$ cat src/rtl/turtle_io_pkg.sv
`default_nettype none
// ============================================================================
// Module      : turtle_io_pkg
// Description : Shared constants for the turtle I/O UART responder: register
//               offsets within the I/O window, STATUS bit positions and the
//               UART transmitter state encoding.
// Revision    : 1.0 - initial release
// ============================================================================
package turtle_io_pkg;

  // Register offsets inside the I/O window
  localparam int TX_DATA_OFS  = 0;
  localparam int STATUS_OFS   = 1;
  localparam int BAUD_DIV_OFS = 2;
  localparam int GPIO_OUT_OFS = 3;

  // STATUS register bit positions
  localparam int ST_FULL_BIT  = 0;
  localparam int ST_EMPTY_BIT = 1;
  localparam int ST_BUSY_BIT  = 2;
  localparam int ST_CNT_LSB   = 3;
  localparam int ST_CNT_MSB   = 5;
  localparam int ST_OVF_BIT   = 6;

  typedef enum logic [1:0] {
    IDLE  = 2'd0,
    START = 2'd1,
    DATA  = 2'd2,
    STOP  = 2'd3
  } uart_tx_state_e;

endpackage
`default_nettype wire

$ cat src/rtl/turtle_sync_fifo.sv
`default_nettype none
// ============================================================================
// Module      : turtle_sync_fifo
// Description : Single-clock FIFO with an explicit occupancy counter and a
//               combinational head output (first-word fall-through).
// Ports       : clk, reset_n     - clock, async active-low reset
//               push_i, wdata_i  - write request and data
//               pop_i            - remove head (ignored when empty)
//               rdata_o          - current head entry
//               full_o, empty_o  - occupancy flags
//               count_o          - number of stored entries (0..DEPTH)
// Revision    : 1.0 - initial release
// ============================================================================
module turtle_sync_fifo #(
  parameter int WIDTH = 8,
  parameter int DEPTH = 4,
  localparam int PTR_W = $clog2(DEPTH),
  localparam int CNT_W = $clog2(DEPTH) + 1
) (
  input  logic             clk,
  input  logic             reset_n,
  input  logic             push_i,
  input  logic [WIDTH-1:0] wdata_i,
  input  logic             pop_i,
  output logic [WIDTH-1:0] rdata_o,
  output logic             full_o,
  output logic             empty_o,
  output logic [CNT_W-1:0] count_o
);

  logic [WIDTH-1:0] mem_q [DEPTH];
  logic [PTR_W-1:0] wr_ptr_q, wr_ptr_d;
  logic [PTR_W-1:0] rd_ptr_q, rd_ptr_d;
  logic [CNT_W-1:0] count_q, count_d;
  logic             do_push;
  logic             do_pop;

  assign full_o  = (count_q == CNT_W'(DEPTH));
  assign empty_o = (count_q == '0);
  assign count_o = count_q;
  assign rdata_o = mem_q[rd_ptr_q];

  assign do_pop  = pop_i && !empty_o;
  // A full FIFO still accepts a push when the head leaves in the same cycle.
  assign do_push = push_i && (!full_o || do_pop);

  always_comb begin
    wr_ptr_d = wr_ptr_q;
    rd_ptr_d = rd_ptr_q;
    count_d  = count_q;
    // Power-of-two depth lets the pointers wrap naturally.
    if (do_push) wr_ptr_d = wr_ptr_q + 1'b1;
    if (do_pop)  rd_ptr_d = rd_ptr_q + 1'b1;
    case ({do_push, do_pop})
      2'b10:   count_d = count_q + 1'b1;
      2'b01:   count_d = count_q - 1'b1;
      default: count_d = count_q;
    endcase
  end

  always_ff @(posedge clk or negedge reset_n) begin
    if (!reset_n) begin
      wr_ptr_q <= '0;
      rd_ptr_q <= '0;
      count_q  <= '0;
    end else begin
      wr_ptr_q <= wr_ptr_d;
      rd_ptr_q <= rd_ptr_d;
      count_q  <= count_d;
    end
  end

  // Storage needs no reset: entries are only read after being written.
  always_ff @(posedge clk) begin
    if (do_push) mem_q[wr_ptr_q] <= wdata_i;
  end

endmodule
`default_nettype wire

$ cat src/rtl/turtle_io_uart_responder.sv
`default_nettype none
// ============================================================================
// Module      : turtle_io_uart_responder
// Description : External I/O bus responder. Decodes an aligned I/O window,
//               steers int_mem_select and serves TX_DATA, STATUS, BAUD_DIV and
//               GPIO_OUT registers. Transmits queued bytes as 8N1 frames.
// Ports       : clk, reset_n            - clock, async active-low reset
//               data_addr, write_enable,
//               write_data              - bus request from the core
//               read_data               - combinational read data
//               int_mem_select          - 0 when the address is in the window
//               uart_tx                 - serial output, idle high
//               gpio_out                - GPIO output register
// Revision    : 1.0 - initial release
// ============================================================================
module turtle_io_uart_responder
  import turtle_io_pkg::*;
#(
  parameter int                  DATA_W           = 8,
  parameter int                  D_ADDR_W         = 12,
  parameter logic [D_ADDR_W-1:0] IO_BASE          = 12'hF00,
  parameter int                  IO_WINDOW_W      = 4,
  parameter int                  TX_FIFO_DEPTH    = 4,
  parameter logic [DATA_W-1:0]   DEFAULT_BAUD_DIV = 8'd103
) (
  input  logic                clk,
  input  logic                reset_n,
  input  logic [D_ADDR_W-1:0] data_addr,
  input  logic                write_enable,
  input  logic [DATA_W-1:0]   write_data,
  output logic [DATA_W-1:0]   read_data,
  output logic                int_mem_select,
  output logic                uart_tx,
  output logic [DATA_W-1:0]   gpio_out
);

  localparam int CNT_W = $clog2(TX_FIFO_DEPTH) + 1;

  // ---------------------------------------------------------------- decode
  logic                   hit;
  logic [IO_WINDOW_W-1:0] ofs;
  logic                   wr_en;
  logic                   push_req;

  assign hit            = (data_addr[D_ADDR_W-1:IO_WINDOW_W] == IO_BASE[D_ADDR_W-1:IO_WINDOW_W]);
  assign ofs            = data_addr[IO_WINDOW_W-1:0];
  assign int_mem_select = !hit;
  assign wr_en          = hit && write_enable;
  assign push_req       = wr_en && (ofs == IO_WINDOW_W'(TX_DATA_OFS));

  // ---------------------------------------------------------------- state
  logic [DATA_W-1:0] baud_q, baud_d;
  logic [DATA_W-1:0] gpio_q, gpio_d;
  logic              ovf_q, ovf_d;
  uart_tx_state_e    state_q, state_d;
  logic [DATA_W-1:0] cnt_q, cnt_d;
  logic [2:0]        bit_idx_q, bit_idx_d;
  logic [DATA_W-1:0] shift_q, shift_d;

  // ---------------------------------------------------------------- FIFO
  logic [DATA_W-1:0] fifo_rdata;
  logic              fifo_full;
  logic              fifo_empty;
  logic [CNT_W-1:0]  fifo_count;
  logic              pop;

  // The transmitter takes the head whenever it is idle and data is waiting.
  assign pop = (state_q == IDLE) && !fifo_empty;

  turtle_sync_fifo #(
    .WIDTH (DATA_W),
    .DEPTH (TX_FIFO_DEPTH)
  ) u_tx_fifo (
    .clk     (clk),
    .reset_n (reset_n),
    .push_i  (push_req),
    .wdata_i (write_data),
    .pop_i   (pop),
    .rdata_o (fifo_rdata),
    .full_o  (fifo_full),
    .empty_o (fifo_empty),
    .count_o (fifo_count)
  );

  // ---------------------------------------------------------------- registers
  always_comb begin
    baud_d = baud_q;
    gpio_d = gpio_q;
    ovf_d  = ovf_q;
    if (wr_en && ofs == IO_WINDOW_W'(BAUD_DIV_OFS)) baud_d = write_data;
    if (wr_en && ofs == IO_WINDOW_W'(GPIO_OUT_OFS)) gpio_d = write_data;
    if (wr_en && ofs == IO_WINDOW_W'(STATUS_OFS) && write_data[ST_OVF_BIT]) ovf_d = 1'b0;
    // A dropped push outranks a simultaneous clear so no loss goes unreported.
    if (push_req && fifo_full && !pop) ovf_d = 1'b1;
  end

  // ---------------------------------------------------------------- TX FSM
  // Every bit holds for baud+1 clocks; the divider is sampled only on reload,
  // so a BAUD_DIV change lets the current bit finish at the old rate.
  always_comb begin
    state_d   = state_q;
    cnt_d     = cnt_q;
    bit_idx_d = bit_idx_q;
    shift_d   = shift_q;
    uart_tx   = 1'b1;
    case (state_q)
      IDLE: begin
        if (!fifo_empty) begin
          shift_d = fifo_rdata;
          cnt_d   = baud_q;
          state_d = START;
        end
      end
      START: begin
        uart_tx = 1'b0;
        if (cnt_q == '0) begin
          cnt_d     = baud_q;
          bit_idx_d = 3'd0;
          state_d   = DATA;
        end else begin
          cnt_d = cnt_q - 1'b1;
        end
      end
      DATA: begin
        uart_tx = shift_q[bit_idx_q];
        if (cnt_q == '0) begin
          cnt_d = baud_q;
          if (bit_idx_q == 3'd7) state_d = STOP;
          else                   bit_idx_d = bit_idx_q + 1'b1;
        end else begin
          cnt_d = cnt_q - 1'b1;
        end
      end
      STOP: begin
        if (cnt_q == '0) state_d = IDLE;
        else             cnt_d   = cnt_q - 1'b1;
      end
      default: state_d = IDLE;
    endcase
  end

  always_ff @(posedge clk or negedge reset_n) begin
    if (!reset_n) begin
      baud_q    <= DEFAULT_BAUD_DIV;
      gpio_q    <= '0;
      ovf_q     <= 1'b0;
      state_q   <= IDLE;
      cnt_q     <= '0;
      bit_idx_q <= '0;
      shift_q   <= '0;
    end else begin
      baud_q    <= baud_d;
      gpio_q    <= gpio_d;
      ovf_q     <= ovf_d;
      state_q   <= state_d;
      cnt_q     <= cnt_d;
      bit_idx_q <= bit_idx_d;
      shift_q   <= shift_d;
    end
  end

  assign gpio_out = gpio_q;

  // ---------------------------------------------------------------- read mux
  logic [DATA_W-1:0] status;

  always_comb begin
    status                         = '0;
    status[ST_FULL_BIT]            = fifo_full;
    status[ST_EMPTY_BIT]           = fifo_empty;
    status[ST_BUSY_BIT]            = (state_q != IDLE);
    status[ST_CNT_MSB:ST_CNT_LSB]  = 3'(fifo_count);
    status[ST_OVF_BIT]             = ovf_q;
  end

  always_comb begin
    read_data = '0;
    if (hit) begin
      case (ofs)
        IO_WINDOW_W'(STATUS_OFS):   read_data = status;
        IO_WINDOW_W'(BAUD_DIV_OFS): read_data = baud_q;
        IO_WINDOW_W'(GPIO_OUT_OFS): read_data = gpio_q;
        default:                    read_data = '0;
      endcase
    end
  end

endmodule
`default_nettype wire

$ cat config.mk
export PLATFORM = sky130hd
export DESIGN_NAME = turtle_io_uart_responder
export DESIGN_NICKNAME = d
export VERILOG_FILES = /design/src/rtl/turtle_io_pkg.sv /design/src/rtl/turtle_sync_fifo.sv /design/src/rtl/turtle_io_uart_responder.sv
export SDC_FILE = /design/constraint.sdc
export NUM_CORES = 1
export LEC_CHECK = 0
export CAP_MARGIN = 5
export CORE_MARGIN = 10
export CORE_UTILIZATION = 51
export CTS_BUF_LIST = sky130_fd_sc_hd__clkbuf_4
export DETAILED_ROUTE_END_ITERATION = 8
export PLACE_DENSITY = 0.73
export SLEW_MARGIN = 20
export SYNTH_ARGS = -nofsm -noshare
export SYNTH_HDL_FRONTEND = slang
export SYNTH_SLANG_ARGS = --single-unit
$ cat constraint.sdc
create_clock -name clk -period 3.8 [get_ports clk]
set_input_delay 0.76 -clock clk [delete_from_list [all_inputs] [get_ports clk]]
set_output_delay 0.76 -clock clk [all_outputs]
set_load 0.005 [all_outputs]
Word level (Yosys, flattened, before mapping)

Memories as Yosys holds them, arrays and structs flattened. A register that Yosys moved wholly into a read port is not among the register bits.
Index checks and enable logic that the tools add are counted.

Muxes and demuxes: 24
Bitwise gates (word level): 1
Order comparisons: 1
Eq/ne operators: 18
$add $sub $neg: 6
Reduce and logical (&&, ||, !) cells: 30

Operators with widths:

| kind                  | count |
|---|---|
| $pmux W8 S3           | 2 |
| $mux W8               | 4 |
| $ne A2 B2 Y1 const B  | 7 |
| $pmux W3 S2           | 2 |
| $logic_and A1 B1 Y1   | 11 |
| $mux W2               | 5 |
| $mux W3               | 3 |
| $eq A4 B2 Y1 const B  | 2 |
| $eq A8 B8 Y1 const B  | 1 |
| $logic_not A8 Y1      | 1 |
| $pmux W2 S4           | 1 |
| $reduce_bool A2 Y1    | 4 |
| $sub A8 B1 Y8 const B | 1 |
| $add A3 B1 Y3 const B | 2 |
| $eq A2 B2 Y1 const B  | 3 |
| $eq A3 B3 Y1 const B  | 2 |
| $logic_not A1 Y1      | 5 |
| $mux W1               | 5 |
| $reduce_and A5 Y1     | 1 |
| $add A2 B1 Y2 const B | 2 |
| $eq A2 B1 Y1 const B  | 2 |
| $eq A4 B1 Y1 const B  | 1 |
| $logic_not A4 Y1      | 1 |
| $lt A3 B4 Y1 const B  | 1 |
| other kinds (10)      | 11 |

Memory bits (writable): 32
Output and inout port bits: 18
Register bits after elaboration: 37
Logic and storage cells: 90
Memories: 1

Memory list:

| name            | words | width | read ports | clocked after Yosys merged registers in | wr ports | RTL line               | text |
|---|---|---|---|---|---|---|---|
| u_tx_fifo.mem_q | 4     | 8     | 1          | 1                                       | 1        | turtle_sync_fifo.sv:31 | `logic [WIDTH-1:0] mem_q [DEPTH];` |

Longest topological paths before layout

Gate-level depths: netlist of run 1.

Word-level depth: 8
Depth in mapped cells: 11
Depth with buffers taken out: 11

Cells and area by module

From an unflattened synthesis of run 1, not the netlist that was laid out.

Cells, all modules: 285
Area total of the unflattened synthesis: 3,817.4 µm²

Modules (own cells, without submodules):

| module                   | seq. area each (µm²) | area each (µm²) | cells an instance | instances |
|---|---|---|---|---|
| turtle_io_uart_responder | 957.2                | 2,229.6         | 205               | 1 |
| turtle_sync_fifo         | 1,136.1              | 1,587.8         | 80                | 1 |

Least setup slack after synthesis of run 1

Ideal clock, no wire load.

Path kind: input -> register
Start: in data_addr[1]
End: reg u_tx_fifo.count_q[2] (netlist: u_tx_fifo.count_o[2])
Arrival time: 2.467 ns
Stages on the path: 11
Setup time: 0.123 ns
Slack: 1.210 ns
Required time: 3.677 ns
Cells stage by stage: buf_2 > nor4b_1 > nand3_1 > nor3_2 > inv_1 > ha_1 > inv_1 > fa_1 > xor2_1 > nor2_1 > xnor2_1

Word-level cells in the longest chain between the ends: 5
Elaborated cells between the ends (all ways): 7

Ends and longest elaborated chain:

| item                                                     | RTL line                       | text |
|---|---|---|
| start: declaration                                       | turtle_io_uart_responder.sv:28 | `input logic [D_ADDR_W-1:0] data_addr,` |
| $logic_not A4 Y1 (*)                                     | turtle_io_uart_responder.sv:49 | `assign push_req = wr_en && (ofs == IO_WINDOW_W'(TX_DATA_OFS));` |
| $logic_and A1 B1 Y1 (*)                                  | turtle_io_uart_responder.sv:49 |  |
| $logic_and A1 B1 Y1 (*)                                  | turtle_sync_fifo.sv:45         | `assign do_push = push_i && (!full_o \|\| do_pop);` |
| $eq A2 B1 Y1 / $eq A2 B2 Y1 (equally long branches)      | turtle_sync_fifo.sv:54         | `case ({do_push, do_pop})` |
| $pmux W3 S2 / $reduce_bool A2 Y1 (equally long branches) | -                              |  |
| end signal: assignment                                   | turtle_sync_fifo.sv:69         | `count_q <= count_d;` |
| end: declaration                                         | turtle_sync_fifo.sv:34         | `logic [CNT_W-1:0] count_q, count_d;` |

Every way passes the cells marked *; elsewhere a longest branch is shown, timed or not.
A chain may end at the register's enable or synchronous reset.

Final worst setup path of run 1

Start: in data_addr[5]
End: out read_data[0]

Word-level cells in the longest chain between the ends: 2

Ends and longest elaborated chain:

| item             | RTL line                        | text |
|---|---|---|
| $eq A8 B8 Y1     | turtle_io_uart_responder.sv:45  | `assign hit = (data_addr[D_ADDR_W-1:IO_WINDOW_W] == IO_BASE[D_ADDR_W-1:IO_WINDOW_W]);` |
| $mux W8          | turtle_io_uart_responder.sv:178 | `if (hit) begin` |
| end: declaration | turtle_io_uart_responder.sv:31  | `output logic [DATA_W-1:0] read_data,` |

No other way between the ends.

==> flow_summary.json, run 1 <==
{
  "place_congestion": 0.800,
  "synth_xor_area_frac": 0.0138,
  "io_pins": 41,
  "critPathLaunchType": "primary input",
  "synth_ff_type": "dfrtp_1",
  "drc_errors": 0,
  "async_flop_share": 0.584,
  "post_dp_cell_area_um2": 4330,
  "ys_types": 53,
  "ys_ff_latch": 77,
  "grt_pass1_wl_um": 13200,
  "reg2reg_to": "u_tx_fifo.count_o[2]",
  "cts_buffers": 9,
  "drt-vias-per-instance": 5.66,
  "maxSlewViolCount": 0,
  "cts_buffer_depth": 2,
  "clk_latency_ns": 0.43,
  "end_kind": "output pin",
  "final_hold_viol_count": 0,
  "antenna_found_initial": 0,
  "p_leak_nw": 1.74,
  "critical_path_required_ns": 3.04,
  "r2r_slack_ns": 1.24,
  "core_um2": 7250,
  "gr-total-overflow": 0,
  "cellPowerDensity_nw_per_um2": 624,
  "fillers": 568,
  "grt_max_degree": 46,
  "nets": 367,
  "rows": 31,
  "tns_ns": 0,
  "ff2ff_path_depth": 12,
  "drv_cap": 0,
  "grt_usage": 0.146,
  "netlist_area_um2": 3810,
  "cts_resized": 0,
  "synth_nets": 320,
  "synth_top_family_by_area": "multiplexers",
  "fin_crit_sh": 0.937,
  "synth-simple-area-share": 0.100,
  "cp.arrival_ns": 2.80,
  "cts_setup_buffers": 0,
  "status": "complete, no violations",
  "hold_class": "primary input to async pin",
  "synth_warnings": 0,
  "routed_wl_um": 7920,
  "slew_headroom": 0.559,
  "antenna_left": 0,
  "fin_skew_ns": 0.0236,
  "cts_tree": "done",
  "dp_hpwl_um": 5660,
  "post_drt_wl_per_cell_um": 18.3,
  "port_buffers": 40,
  "diodes": 0,
  "htreeDepth": 3,
  "die_h_um": 106,
  "cts_hold_buf": 0,
  "min_period_ns": 3.56,
  "drive_gt1_frac": 0.225,
  "dieArea_um2": 11300,
  "clkTransAtPathRegs_ns": 0.13,
  "rsz0062_at_grt": "false",
  "max_freq_mhz": 281,
  "crit_fanout": 5,
  "dr.pass1.iters": 4,
  "num_vias": 2452,
  "syn_to_final_growth_pct": 17.5,
  "setup_viol_count_final": 0,
  "syn_inst": 282,
  "ys_seq_area_frac": 0.550,
  "fp.dieW_um": 106,
  "synth-compound-area-share": 0.104,
  "worstSetupPathType": "primary input to output pin",
  "start_util": 0.525,
  "synthMuxAreaShare": 0.152,
  "postSynthAreaPerCell_um2": 13.5,
  "synth-adder-area-share": 0.0512,
  "fin_area_um2": 4470,
  "cts.sinks": 77,
  "r2r-start": "state_q[1]",
  "dr.first_iter.drc_count": 89,
  "ir_drop_mv": 0.294,
  "first_global_vias": 2661,
  "worstMarginPinSlew_ns": 0.660,
  "cts_root_buf": "clkbuf_4",
  "synth_edf_count": 32
}
where the power goes:
group          switching (mW)  leakage (nW)  internal, mW
Clock                   0.291        0.0814         0.214
Combinational           0.571         0.808         0.567
Sequential              0.153         0.851         0.995
placed cells by master, fill, tap and decap left out, drive strengths merged, types with 6 or more instances in the layout:
cell           synthesis  final
dfrtp                 40     40
edfxtp                32     32
a21oi                  7      7
o21ai                  9      9
ha                    14     14
nand2                 11     11
a22oi                  7      7
mux2                  27     27
clkbuf                 5     10
inv                   19     21
mux4                  10     10
nor2                  16     16
a32oi                  6      6
clkdlybuf4s50          0     39
buf                    4      6
metal layers:
metal / vias to the layer above / wire length (µm) / track usage
met5: - / 0 / 0
met4: 0 / 133 / 0.0590
met3: 12 / 404 / 0.0374
met2: 67 / 3730 / 0.232
met1: 1203 / 3650 / 0.185
li1: 1170 / - / -
kinds of logic (layout without fill, tap and decap cells):
kind of cell	Yosys count	in the layout
buf+inv	28	80
fa+ha+maj	15	15
compound gates	54	54
mux	42	42
flops	77	77
simple gates	60	60
xor+xnor	6	6
how the worst max path moves through the flow:
stage	from	to	slack, ns	cells after the start
after CTS	data_addr[5]	read_data[0]	0.23	6
after global placement	data_addr[5]	read_data[6]	0.29	6
after global routing	data_addr[5]	read_data[3]	0.08	6
after floorplan	data_addr[1]	u_tx_fifo.count_o[2]	1.21	11
after detailed placement	data_addr[5]	read_data[0]	0.25	6
final	data_addr[5]	read_data[0]	0.24	6
stage by stage:
stage	hold WS [ns]	worst slack, ns	total power, mW	util	std cells
floorplan	0.464	1.21	2.03	-	282
global placement	0.485	0.289	2.26	0.597	417
detailed placement	0.498	0.247	2.29	0.597	417
CTS	0.513	0.230	2.80	0.617	433
global route	0.318	0.0824	3.00	0.617	433
finish	0.320	0.239	2.79	0.617	433
registers in the layout (all words and copies together), names as in the netlist:
signal,flops
u_tx_fifo.mem_q,32
baud_q,8
cnt_q,8
gpio_out,8
shift_q,8
bit_idx_q,3
u_tx_fifo.count_o,3
state_q,2
u_tx_fifo.rd_ptr_q,2
u_tx_fifo.wr_ptr_q,2
ovf_q,1
layout make-up:
| type | instances | area [µm²] | share of cell area |
|---|---|---|---|
| Timing Repair Buffer | 45 | 435 | 0.0973 |
| Tap cell | 99 | 124 | 0.0277 |
| Sequential cell | 77 | 2090 | 0.468 |
| Inverter | 19 | 71.3 | 0.0159 |
| Clock inverter | 6 | 70.1 | 0.0157 |
| Multi-Input combinational cell | 177 | 1610 | 0.359 |
| Clock buffer | 10 | 75.1 | 0.0168 |
cell usage after synthesis, types with 3 or more instances:
library cell	number	area [µm²]
nor2_1	15	56.3
a22o_1	5	43.8
o2bb2ai_1	3	26.3
mux2i_1	5	50.1
a21oi_1	7	35.0
and2_1	5	31.3
mux4_2	10	225
nor2b_1	3	18.8
nor3_1	3	15.0
inv_1	19	71.3
nand3_1	3	15.0
dfrtp_1	40	1000
dfstp_2	5	131
buf_2	4	20.0
o22ai_1	3	18.8
clkbuf_1	5	18.8
nand2_1	11	41.3
mux2_2	27	304
ha_1	14	175
a32oi_1	6	52.6
edfxtp_1	32	961
a22oi_1	7	52.6
xnor2_1	4	35.0
o21ai_0	9	45.0
critical path, cell delays in order:
cell             delay [ns]
clkdlybuf4s50_1        0.44
nor4_4                 0.37
o2111ai_1              0.34
buf_4                  0.26
nor2_1                 0.11
clkdlybuf4s50_1        0.52
(Power assumes the default switching activity.)
==> run 2, diff against run 1 <==
--- a/config.mk
+++ b/config.mk
@@ -7,10 +7,10 @@
 export LEC_CHECK = 0
 export CAP_MARGIN = 5
 export CORE_MARGIN = 10
-export CORE_UTILIZATION = 51
+export CORE_UTILIZATION = 50
 export CTS_BUF_LIST = sky130_fd_sc_hd__clkbuf_4
 export DETAILED_ROUTE_END_ITERATION = 8
-export PLACE_DENSITY = 0.73
+export PLACE_DENSITY = 0.72
 export SLEW_MARGIN = 20
 export SYNTH_ARGS = -nofsm -noshare
 export SYNTH_HDL_FRONTEND = slang
==> constraint.sdc (replaced) <==
create_clock -name clk -period 3.3 [get_ports clk]
set_input_delay 0.66 -clock clk [delete_from_list [all_inputs] [get_ports clk]]
set_output_delay 0.66 -clock clk [all_outputs]
set_load 0.005 [all_outputs]
==> run 2 against run 1 <==
Cell count increased by 0.69%. Combinational power increased by 15%. Register-to-register slack got worse by 0.46 ns. Non-clock buffer count increased by 3. Sequential cell count unchanged. Worst hold slack got worse by 0.24 ns. Sequential power increased by 15%. Clock skew decreased by 0.0069 ns. Largest power group unchanged. Global-route usage about the same.
==> flow_summary.json, run 2 (synthesized netlist as in run 1, its figures left out) <==
{
  "cts_tree": "done",
  "rows": 31,
  "cts_resized": 0,
  "num_vias": 2440,
  "end_kind": "output pin",
  "status": "complete, no violations",
  "syn_to_final_growth_pct": 18.3,
  "cts_hold_buf": 0,
  "cpPeakStageDelay_ns": 0.51,
  "r2r_slack_ns": 0.78,
  "cts_buffers": 9,
  "p_leak_nw": 1.75,
  "grt_max_degree": 46,
  "post_drt_wl_per_cell_um": 17.8,
  "power.internal_mw": 1.98,
  "reg2reg_to": "u_tx_fifo.count_o[2]",
  "setup_viol_count_final": 0,
  "r2r-start": "state_q[0]",
  "gr-total-overflow": 0,
  "htreeDepth": 3,
  "drv_cap": 0,
  "p_comb_frac": 0.409,
  "p_sw_mw": 1.22,
  "port_buffers": 40,
  "start_util": 0.520,
  "max_freq_mhz": 315,
  "cellPowerDensity_nw_per_um2": 712,
  "clkTransAtPathRegs_ns": 0.14,
  "cts.sinks": 77,
  "cts_buffer_depth": 2,
  "post_dp_cell_area_um2": 4340,
  "path_cells": "clkdlybuf4s50_1 > nor4_4 > o2111ai_1 > buf_4 > nor2_1 > clkdlybuf4s50_1",
  "ff2ff_path_depth": 9,
  "worstSetupPathType": "primary input to output pin",
  "fin_skew_ns": 0.0167,
  "fillers": 577,
  "critPathLaunchType": "primary input",
  "clockPowerShare": 0.178,
  "drc_errors": 0,
  "fin_area_um2": 4500,
  "nets": 370,
  "antenna_found_initial": 0,
  "ff_latch_area_um2": 2090,
  "io_pins": 41,
  "rsz0062_at_grt": "false",
  "min_period_ns": 3.18,
  "cts_setup_buffers": 0,
  "critical_path_required_ns": 2.64,
  "routed_wl_um": 7780,
  "dr.pass1.iters": 4,
  "critPathTopFamily": "buffers and inverters",
  "antenna_left": 0,
  "fp.dieW_um": 107,
  "grt_usage": 0.145,
  "dr.first_iter.drc_count": 113,
  "diodes": 0,
  "finalPower_mw": 3.20,
  "p_seq_frac": 0.413,
  "final_hold_viol_count": 0,
  "clk_latency_ns": 0.44,
  "fin_crit_sh": 0.963,
  "grt_pass1_wl_um": 13400,
  "drive_gt1_frac": 0.231,
  "dieArea_um2": 11500,
  "tns_ns": 0,
  "maxSlewViolCount": 0,
  "swShare": 0.381,
  "final_cell_mix": "40 x dfrtp_1, 39 x clkdlybuf4s50_1, 32 x edfxtp_1",
  "ir_drop_mv": 0.366,
  "largest_reg_flops": 32,
  "crit_fanout": 4,
  "die_h_um": 107,
  "cts_root_buf": "clkbuf_4",
  "core_um2": 7330,
  "multiInputGateArea_um2": 1610,
  "dp_hpwl_um": 5740,
  "layout_commonest_cell": "dfrtp_1",
  "cp_num_buf_inv": 3,
  "first_global_vias": 2659,
  "hold_class": "primary input to async pin",
  "crit_path_top_delay_cell": "clkdlybuf4s50_1",
  "top_register": "u_tx_fifo.mem_q",
  "worstMarginPinSlew_ns": 0.673,
  "drt-vias-per-instance": 5.60,
  "place_congestion": 0.797,
  "cp.arrival_ns": 2.52,
  "slew_headroom": 0.550,
  "cp_common_cell": "clkdlybuf4s50_1"
}
## run 2: cell count changes in the layout (fill, tap and decap cells not counted)
cell / previous run / this run
clkinv_4: 2 / 0
buf_2: 0 / 1
clkinv_2: 1 / 0
buf_4: 6 / 7
clkinv_8: 0 / 1
clkbuf_4: 10 / 9
bufinv_16: 1 / 0
clkinvlp_4: 0 / 1
buf_12: 0 / 1
inv_8: 0 / 3
## run 2: final cells by class
class / instances / area share
Timing Repair Buffer: 48 / 0.104
Sequential cell: 77 / 0.465
Clock buffer: 9 / 0.0150
Multi-Input combinational cell: 177 / 0.356
Clock inverter: 7 / 0.0167
Tap cell: 99 / 0.0275
Inverter: 19 / 0.0158
## run 2: metal layers
| layer | vias up | wire (µm) | track usage |
|---|---|---|---|
| li1 | 1171 | - | - |
| met1 | 1203 | 3450 | 0.188 |
| met2 | 61 | 3750 | 0.229 |
| met3 | 5 | 519 | 0.0539 |
| met4 | 0 | 54 | 0.0290 |
| met5 | - | 0 | 0 |
## run 2: power groups by stage
stage	Sequential [mW]	Combinational (mW)	Clock, mW
after floorplan	1.26	1.08	0
after global placement	1.34	1.26	0
after detailed placement	1.35	1.29	0
after CTS	1.33	1.30	0.589
after global routing	1.35	1.47	0.636
final	1.32	1.31	0.572
## run 2: per-stage QoR
stage               setup WS, ns  hold slack [ns]  std cells  utilization
floorplan                  0.810            0.364        282            -
global placement           0.161            0.489        419        0.592
detailed placement         0.113            0.496        419        0.592
CTS                        0.111            0.384        435        0.612
global route             0.00641           0.0552        436        0.614
finish                     0.121           0.0779        436        0.614
## run 2: worst max path at each step
| stage | cells past startpoint | slack, ns | to | from |
|---|---|---|---|---|
| after floorplan | 11 | 0.81 | u_tx_fifo.count_o[2] | data_addr[1] |
| after global placement | 6 | 0.16 | read_data[6] | data_addr[5] |
| after detailed placement | 6 | 0.11 | read_data[1] | data_addr[5] |
| after CTS | 6 | 0.11 | read_data[1] | data_addr[5] |
| after global routing | 6 | 0.006 | read_data[1] | data_addr[5] |
| final | 6 | 0.12 | read_data[5] | data_addr[5] |
## run 2: worst reg2reg max path, cell delays in order, from the launching register on
cell and delay (ns):
dfrtp_1 0.43, inv_1 0.15, ha_1 0.26, and2_1 0.49, ha_1 0.27, inv_1 0.06
fa_1 0.37, xor2_1 0.16, nor2_1 0.12, xnor2_1 0.13
==> run 3, diff against run 2 <==
--- a/config.mk
+++ b/config.mk
@@ -6,11 +6,12 @@
 export NUM_CORES = 1
 export LEC_CHECK = 0
 export CAP_MARGIN = 5
-export CORE_MARGIN = 10
+export CORE_MARGIN = 1.5
 export CORE_UTILIZATION = 50
 export CTS_BUF_LIST = sky130_fd_sc_hd__clkbuf_4
 export DETAILED_ROUTE_END_ITERATION = 8
-export PLACE_DENSITY = 0.72
+export DONT_BUFFER_PORTS = 1
+export SKIP_CTS_REPAIR_TIMING = 1
 export SLEW_MARGIN = 20
 export SYNTH_ARGS = -nofsm -noshare
 export SYNTH_HDL_FRONTEND = slang
==> run 3 against run 2 <==
First-iteration DRC count decreased by 33%. Core utilization decreased by 5.9 points. Clock-buffer cell count increased by 1. Wire length decreased by 4.0%. Global-route usage increased by 4.6 points. Sequential power about the same. Cell count decreased by 11%. Critical endpoint is now u_tx_fifo.count_o[2]. Via count decreased by 4.3%. Highest routed layer unchanged. Combinational power decreased by 5%. Sequential share of layout area increased by 5.2 points.
==> flow_summary.json, run 3 (synthesized netlist as in run 1, its figures left out) <==
{
  "status": "complete, no violations",
  "r2r_slack_ns": 0.77,
  "io_pins": 41,
  "drc_errors": 0,
  "fillers": 652,
  "core_um2": 7290,
  "min_period_ns": 2.53,
  "fp.dieW_um": 90.3,
  "critical_path_required_ns": 3.65,
  "fin_area_um2": 4050,
  "grt_max_degree": 46,
  "cp_common_cell": "inv_1",
  "rows": 31,
  "fin_crit_sh": 0.767,
  "num_vias": 2335,
  "cts.sinks": 77,
  "routed_wl_um": 7470,
  "swShare": 0.371,
  "power.internal_mw": 1.94,
  "worstMarginPinSlew_ns": 0.725,
  "p_leak_nw": 1.57,
  "cp.arrival_ns": 2.88,
  "cts_buffer_depth": 2,
  "gr-total-overflow": 0,
  "critPathLaunchType": "flip-flop",
  "ff2ff_path_depth": 11,
  "tns_ns": 0,
  "drv_cap": 0,
  "final_cell_mix": "40 x dfrtp_1, 32 x edfxtp_1, 27 x mux2_2",
  "largest_reg_flops": 32,
  "finalPower_mw": 3.08,
  "diodes": 0,
  "max_freq_mhz": 395,
  "hold_slack_ns": 0.0612,
  "grt_usage": 0.191,
  "start_util": 0.522,
  "antenna_found_initial": 0,
  "first_global_vias": 2274,
  "clockPowerShare": 0.168,
  "cellPowerDensity_nw_per_um2": 762,
  "hold_class": "primary input to async pin",
  "ir_drop_mv": 0.400,
  "p_sw_mw": 1.15,
  "die_h_um": 90.3,
  "htreeDepth": 3,
  "cpPeakStageDelay_ns": 0.46,
  "clk_latency_ns": 0.41,
  "clkTransAtPathRegs_ns": 0.13,
  "p_seq_frac": 0.429,
  "cts_buffers": 9,
  "place_congestion": 0.775,
  "post_drt_wl_per_cell_um": 19.1,
  "crit_path_top_delay_cell": "dfrtp_1",
  "port_buffers": 0,
  "p_comb_frac": 0.404,
  "setup_viol_count_final": 0,
  "drt-vias-per-instance": 5.99,
  "cp_num_buf_inv": 3,
  "syn_to_final_growth_pct": 6.34,
  "cp.depth": 11,
  "worstSetupPathType": "flip-flop to flip-flop",
  "maxSlewViolCount": 0,
  "layout_commonest_cell": "dfrtp_1",
  "rsz0062_at_grt": "false",
  "cts_tree": "done",
  "critPathTopFamily": "adder cells",
  "dp_hpwl_um": 5090,
  "slew_headroom": 0.516,
  "antenna_left": 0,
  "dr.first_iter.drc_count": 76,
  "dr.pass1.iters": 6,
  "nets": 324,
  "dieArea_um2": 8150,
  "path_cells": "inv_1 > ha_1 > nor4_1 > nor3_2 > inv_1 > ha_1 > inv_1 > fa_1 > xor2_1 > nor2_1 > xnor2_1",
  "grt_pass1_wl_um": 11900,
  "drive_gt1_frac": 0.241,
  "end_kind": "flip-flop",
  "fin_skew_ns": 0.00947,
  "cts_root_buf": "clkbuf_4",
  "final_hold_viol_count": 0,
  "post_dp_cell_area_um2": 3900,
  "top_register": "u_tx_fifo.mem_q",
  "crit_fanout": 7,
  "finalCoreUtilization": 0.555
}
==> run 3: area by class of cell <==
type	count	area [µm²]	area share
Clock buffer	10	75.1	0.0185
Timing Repair Buffer	2	35.0	0.00865
Clock inverter	6	46.3	0.0114
Sequential cell	77	2090	0.517
Multi-Input combinational cell	177	1610	0.396
Inverter	19	71.3	0.0176
Tap cell	99	124	0.0306
==> run 3: worst reg2reg max path, cell delays in order, from the launching register on <==
cell and delay (ns):
dfrtp_1 0.46, inv_1 0.10, ha_1 0.24, nor4_1 0.43, nor3_2 0.17, inv_1 0.09, ha_1 0.17, inv_1 0.06
fa_1 0.37, xor2_1 0.15, nor2_1 0.11, xnor2_1 0.12
==> run 3: worst paths after layout <==
path	startpoint	end
worst max-delay path	state_q[1]	u_tx_fifo.count_o[2]
worst min-delay path	reset_n	bit_idx_q[0]
worst max register to register	state_q[1]	u_tx_fifo.count_o[2]
worst min register to register	shift_q[0]	shift_q[0]
max in group asynchronous	reset_n	ovf_q
min in group clk	data_addr[0]	ovf_q
==> run 3: power groups by stage <==
stage / Combinational [mW] / Clock (mW) / Sequential (mW)
6_report: 1.24 / 0.517 / 1.32
5_1_grt: 1.38 / 0.575 / 1.35
4_1_cts: 1.23 / 0.537 / 1.33
3_5_place_dp: 1.23 / 0 / 1.35
3_3_place_gp: 1.21 / 0 / 1.35
2_1_floorplan: 1.08 / 0 / 1.26
==> run 3: layer usage <==
layer,wire length (µm),GRT usage,up-vias
met5,0,0,-
met2,3590,0.295,74
li1,-,-,1084
met1,3420,0.265,1169
met4,99,0.0754,0
met3,358,0.0404,8
==> run 3: stage by stage <==
| stage | worst slack [ns] | cells |
|---|---|---|
| 6_report | 0.768 | 390 |
| 5_1_grt | 0.528 | 390 |
| 4_1_cts | 0.771 | 389 |
| 3_5_place_dp | 0.703 | 373 |
| 3_3_place_gp | 0.752 | 373 |
| 2_1_floorplan | 0.810 | 282 |
